**config.mk**
```make
export PLATFORM = sky130hd
export DESIGN_NAME = conv_encoder_tx
export DESIGN_NICKNAME = d
export VERILOG_FILES = /design/src/rtl/conv_encoder_tx.sv
export SDC_FILE = /design/constraint.sdc
export NUM_CORES = 1
export LEC_CHECK = 0
export CORE_MARGIN = 4
export CORE_UTILIZATION = 51
export CTS_CLUSTER_SIZE = 28
export DETAILED_ROUTE_END_ITERATION = 8
export GPL_TIMING_DRIVEN = 0
export HOLD_SLACK_MARGIN = 0.12
export PLACE_DENSITY_LB_ADDON = 0.15
export SLEW_MARGIN = 0
export SYNTH_ARGS = -nofsm -noshare
export SYNTH_HDL_FRONTEND = slang
export SYNTH_SLANG_ARGS = --single-unit
```
**constraint.sdc**
```tcl
create_clock -name clk -period 2.1 [get_ports clk]
set_clock_uncertainty 0.15 [all_clocks]
set_input_delay 0.42 -clock clk [delete_from_list [all_inputs] [get_ports clk]]
set_output_delay 0.42 -clock clk [all_outputs]
set_load 0.02 [all_outputs]
```
**src/rtl/conv_encoder_tx.sv**
```systemverilog
// Rate-1/2, K=3 (7,5) convolutional encoder; appends two zero-tail symbols per frame.
// Latency: bit accepted at edge n is on out_sym in cycle n+1 (one registered output slot).
// Backpressure: out_ready low holds the slot, which drops in_ready and pauses tail generation.
module conv_encoder_tx #(
    parameter int FRAME_LEN = 8
) (
    input  logic       clk,
    input  logic       rst,
    input  logic       in_bit,
    input  logic       in_valid,
    output logic       in_ready,
    output logic [1:0] out_sym,
    output logic       out_valid,
    input  logic       out_ready,
    output logic       out_tail,
    output logic       out_last,
    output logic       busy
);

    localparam logic [1:0] ST_IDLE = 2'd0;
    localparam logic [1:0] ST_DATA = 2'd1;
    localparam logic [1:0] ST_TAIL = 2'd2;

    // Index of the final information bit of a frame (counter starts at 0).
    localparam logic [7:0] LAST_IDX = 8'(FRAME_LEN - 1);

    logic [1:0] state;
    logic [1:0] sr;
    logic [7:0] bit_cnt;
    logic       tail_cnt;

    logic       slot_free;
    logic       in_take;
    logic       tail_take;
    logic       load;
    logic       enc_bit;
    logic [1:0] sym_next;

    assign slot_free = !out_valid || out_ready;
    // Reset gates the handshake so nothing is accepted during the reset cycle.
    assign in_ready  = rst && slot_free && (state != ST_TAIL);
    assign in_take   = in_valid && in_ready;
    assign tail_take = rst && (state == ST_TAIL) && slot_free;
    assign load      = in_take || tail_take;
    // Flush symbols are produced by shifting zeros through the register.
    assign enc_bit   = (state == ST_TAIL) ? 1'b0 : in_bit;
    assign sym_next  = {enc_bit ^ sr[0] ^ sr[1], enc_bit ^ sr[1]};
    assign busy      = rst && ((state != ST_IDLE) || out_valid);

    // Frame FSM: counts information bits, then two tail bits, and returns sr to 00.
    always_ff @(posedge clk) begin
        if (!rst) begin
            state    <= ST_IDLE;
            sr       <= 2'b00;
            bit_cnt  <= 8'd0;
            tail_cnt <= 1'b0;
        end else begin
            case (state)
                ST_IDLE: begin
                    if (in_take) begin
                        sr <= {sr[0], enc_bit};
                        if (FRAME_LEN == 1) begin
                            state <= ST_TAIL;
                        end else begin
                            bit_cnt <= 8'd1;
                            state   <= ST_DATA;
                        end
                    end
                end
                ST_DATA: begin
                    if (in_take) begin
                        sr <= {sr[0], enc_bit};
                        if (bit_cnt == LAST_IDX) begin
                            bit_cnt <= 8'd0;
                            state   <= ST_TAIL;
                        end else begin
                            bit_cnt <= bit_cnt + 8'd1;
                        end
                    end
                end
                ST_TAIL: begin
                    if (slot_free) begin
                        if (tail_cnt) begin
                            tail_cnt <= 1'b0;
                            sr       <= 2'b00;
                            state    <= ST_IDLE;
                        end else begin
                            tail_cnt <= 1'b1;
                            sr       <= {sr[0], 1'b0};
                        end
                    end
                end
                default: begin
                    state <= ST_IDLE;
                end
            endcase
        end
    end

    // Output slot: reload on any new symbol, otherwise clear once downstream takes it.
    always_ff @(posedge clk) begin
        if (!rst) begin
            out_valid <= 1'b0;
            out_sym   <= 2'b00;
            out_tail  <= 1'b0;
            out_last  <= 1'b0;
        end else if (load) begin
            out_valid <= 1'b1;
            out_sym   <= sym_next;
            out_tail  <= (state == ST_TAIL);
            out_last  <= (state == ST_TAIL) && tail_cnt;
        end else if (out_ready) begin
            out_valid <= 1'b0;
        end
    end

endmodule

```
---- Word level (Yosys, flattened, before mapping) ----
Cells that the tools add are included.
storage, ports and cells
  output and inout port bits .............. 7
  flip-flop bits (word level) ............. 18
  bits of input ports ..................... 5
cells by class
  add/sub/neg operators ................... 1
  multiplexer cells ....................... 18
  equality and inequality tests ........... 10
  reduce and logical (&&, ||, !) cells .... 21
  bitwise operators ....................... 3
operator list
  operator                                                                  number
  8-bit 2-to-1 mux                                                          3
  2-bit 2-to-1 mux                                                          8
  8-bit case mux with 2 select lines                                        1
  2-bit inequality test (second input constant)                             6
  8-bit by 1-bit adder with 8-bit output (second input constant)            1
  8-bit by 3-bit == test with 1-bit output (second input constant)          1
  2-bit nonzero test                                                        4
  1-bit logical AND                                                         7
  2-bit case mux with 3 select lines                                        1
  3-bit AND reduction                                                       2
  5-bit AND reduction                                                       1
  1-bit 2-to-1 mux                                                          4
  2-bit case mux with 2 select lines                                        1
  1-bit logical OR                                                          3
  1-bit bitwise XOR                                                         3
  2-bit by 1-bit == test with 1-bit output (second input constant)          1
  2-bit == test (second input constant)                                     1
  2-bit logical NOT                                                         1
  2-bit by 1-bit inequality test with 1-bit output (second input constant)  1
  2-bit AND reduction                                                       1
  2-bit OR reduction                                                        1
  1-bit logical NOT                                                         1

---- Logic depth before layout (Yosys ltp) ----
  word-level depth ........................ 7
  depth in mapped cells ................... 6

---- Least setup slack after synthesis ----
OpenSTA, ideal clock, no wires.
  path type ............................... input port to output port
  start point ............................. input port rst
  end point ............................... output port in_ready
  data required time ...................... 1.530 ns
  arrival time ............................ 1.122 ns
  slack ................................... 0.408 ns
  stages on the path ...................... 3
  cell sequence ........................... buf_2 > clkbuf_1 > and3_1
between the ends
  longest elaborated chain between the ends .. 2
ends and longest elaborated chain
  element                          RTL line  text
  start, declared                  8         input logic rst,
  1-bit logical AND (2 in series)  41        assign in_ready = rst && slot_free && (state != ST_TAIL);
  end, declared                    11        output logic in_ready,
No other way between the ends.

---- Worst setup path in the final report ----
  start point ............................. input port out_ready
  end point ............................... output port in_ready
between the ends
  longest elaborated chain between the ends .. 3
ends and longest elaborated chain
  element                          RTL line  text
  start, declared                  14        input logic out_ready,
  1-bit logical OR                 39        assign slot_free = !out_valid || out_ready;
  1-bit logical AND (2 in series)  41
No other way between the ends.

==> flow_metrics.tcl <==
set metrics [dict create \
    dieWidth_um 50.18 \
    grt_pass1_wl_mm 3.222 \
    vdd_ir_drop_max_mv 0.4190 \
    dr_total_vias 877 \
    postCtsHoldBufs 0 \
    fin_cells 151 \
    syn_nets 115 \
    synth_seq_area_share_pct 39.72 \
    cpMaxStageDelayCell "clkdlybuf4s50_1" \
    power.total_mw 0.6687 \
    rsz0062_at_grt "no" \
    max_cap_viol_count 0 \
    finalSetupViolCount 0 \
    antenna_found_initial 0 \
    netlist_top_cells_count "18 x dfxtp_1, 10 x nand3_1, 7 x nand2_1, 6 x nor2_1, 6 x nor3_1" \
    synthFlopType "dfxtp_1" \
    cts.sinks 18 \
    first_pass_iters 4 \
    p_per_area_nw_per_um2 596.5 \
    synthMostInstantiatedCell "dfxtp_1" \
    period_minus_slack_ns 2.035 \
    dieHeight_um 50.18 \
    avgSynthCellArea_sq_um 8.322 \
    cts_buffer_depth 2 \
    grt_max_degree 20 \
    finalMaxSlewViolations 0 \
    yosysWarningCount 0 \
    dp_slack_ns -0.7370 \
    fmax_mhz 491.4 \
    holdWs_ns 0.3308 \
    clkTransAtPathRegs_ns 0.11 \
    start_util_pct 56.91 \
    drt_iter0_markers 36 \
    num-nets-final 134 \
    place.port_buffers 11 \
    clk_latency_ns 0.30 \
    numCtsBuffers 3 \
    crit_arrival_ns 1.46 \
    placed_cells 144 \
    synth.largest_area_cell "dfxtp_1" \
    grt_use_total_pct 16.48 \
    viasPerCell 5.808 \
    worst_setup_path_start_kind "input pin" \
    period_share_pct 96.90 \
    path_cells "clkdlybuf4s50_1 -> nand2b_1 -> buf_6 -> and3_1 -> buf_4" \
    fillers 132 \
    worst-path-buf-inv 3 \
    synth_top_area_share_pct 39.72 \
    setup_slack_ns 0.06501 \
    cpLargestDelayFamily "buffers and inverters" \
    routabilityCongestion 0.7831 \
    wl_per_cell_um 13.17 \
    cp.required_ns 1.53 \
    htreeDepth 1 \
    end_kind "primary output" \
    synth-seq-cells 18 \
    ys_async_sr_fraction_pct 0 \
    tns_ns 0 \
    area_growth_pct 23.59 \
    synth_cell_type_count 36 \
    worst_pin_slew_ns 0.3934 \
    layout-drive-gt1-share_pct 11.02 \
    dp_hpwl_mm 1.416 \
    cpPeakStageDelay_ns 0.41 \
    cts_tree "yes" \
    drtAntennaViolNets 0 \
    io_pins 12 \
    num_rows 14 \
    cts_root_buffer "clkbuf_4" \
    hold_path.class "reg2reg" \
    critical_path_class "in2out" \
    hold_viol 0 \
    wl_mm 1.988 \
    synthCells 109 \
    status "complete, no violations" \
    num_antenna_cells 0 \
    leakagePower_nw 0.3926 \
    slew_headroom_pct 73.77 \
    netlist_area_sq_um 907.1 \
    die_area_sq_um 2518 \
    core_area_sq_um 1594 \
    drc 0 \
    first_global_vias 730 \
    synth.area.top_cells "dfxtp_1 40%, nand3_1 5.5%, xnor2_1 3.9%" \
    path_max_fanout 9 \
    overflow 0 \
    synth_edf_count 0 \
]
metal layers:
layer | track usage [%] | share of wire, %
met1 | 22.75 | 47
met2 | 24.57 | 42
met3 | 3.846 | 9.2
met4 | 6.912 | 1.9
met5 | 0 | 0
where the power goes:
group | switching, mW | internal (mW) | leakage (nW) | total, mW
sequential | 0.00804 | 0.350 | 0.146 | 0.358
clock | 0.116 | 0.106 | 0.0210 | 0.222
combinational | 0.0453 | 0.0439 | 0.225 | 0.0892
total | 0.169 | 0.500 | 0.393 | 0.669
state kept, by name, summed over array words and instances, names as in the netlist:
signal     count
bit_cnt        8
out_sym        2
sr             2
state          2
out_last       1
out_tail       1
out_valid      1
tail_cnt       1
final timing paths:
kind | from | end | slack [ns] | cells after the start
worst max-delay path | out_ready | in_ready | 0.07 | 5
worst min register to register | bit_cnt[1] | bit_cnt[1] | 0.33 | 2
worst min-delay path | bit_cnt[1] | bit_cnt[1] | 0.33 | 2
worst max register to register | bit_cnt[3] | bit_cnt[3] | 0.34 | 4
per-stage QoR:
| step | area (sq um) | util (%) |
|---|---|---|
| floorplan | 907.1 | - |
| global placement | 1047 | 65.70 |
| detailed placement | 1047 | 65.70 |
| CTS | 1085 | 68.05 |
| global route | 1121 | 70.33 |
| finish | 1121 | 70.33 |
worst reg2reg max path: cells and delay by family (launching register included):
family | cells | cell delay [ns]
flops | 1 | 0.38
simple gates | 2 | 0.62
compound gates | 2 | 0.51
cells by family after synthesis:
kind of cell,share of synthesized area (%)
adder cells (fa/ha/maj),1.379
flip-flops,39.72
XOR/XNOR,3.862
AND/OR/NAND/NOR,32.28
AO/OA/AOI/OAI,18.76
buffers and inverters,3.999
layout by cell type (no fill, tap or decap), drive strengths merged:
cell / count
and4: 1
clkdlybuf4s50: 9
clkdlybuf4s15: 1
nor3: 6
and2b: 1
a21boi: 6
o2111ai: 1
xnor2: 4
buf: 7
nor4: 3
nand2b: 3
and3: 1
nor3b: 2
o31a: 2
a32oi: 1
o211a: 1
dfxtp: 18
nor2: 6
or3: 2
nand3: 10
or4: 2
ha: 1
o21a: 1
nor2b: 5
o311ai: 1
clkbuf: 6
a21oi: 4
nand2: 7
and2: 1
nand4: 2
o311a: 1
o21ai: 6
inv: 4
nand3b: 1
repair_timing:
item | in CTS | in global routing
buffers inserted | 0 | 4
setup endpoints to repair | 2 | 2
pin swaps | 0 | 0
gates resized for setup | 10 | 2
hold endpoints to repair | 0 | 0
area by class of cell:
class | instances | area, sq um | share of cell area (%)
Multi-Input combinational cell | 82 | 510.5 | 45.54
Sequential cell | 18 | 360.3 | 32.14
Timing Repair Buffer | 15 | 138.9 | 12.39
Clock buffer | 4 | 36.28 | 3.237
Buffer | 4 | 30.03 | 2.679
Tap cell | 24 | 30.03 | 2.679
Inverter | 4 | 15.01 | 1.339
(Power assumes the default switching activity.)
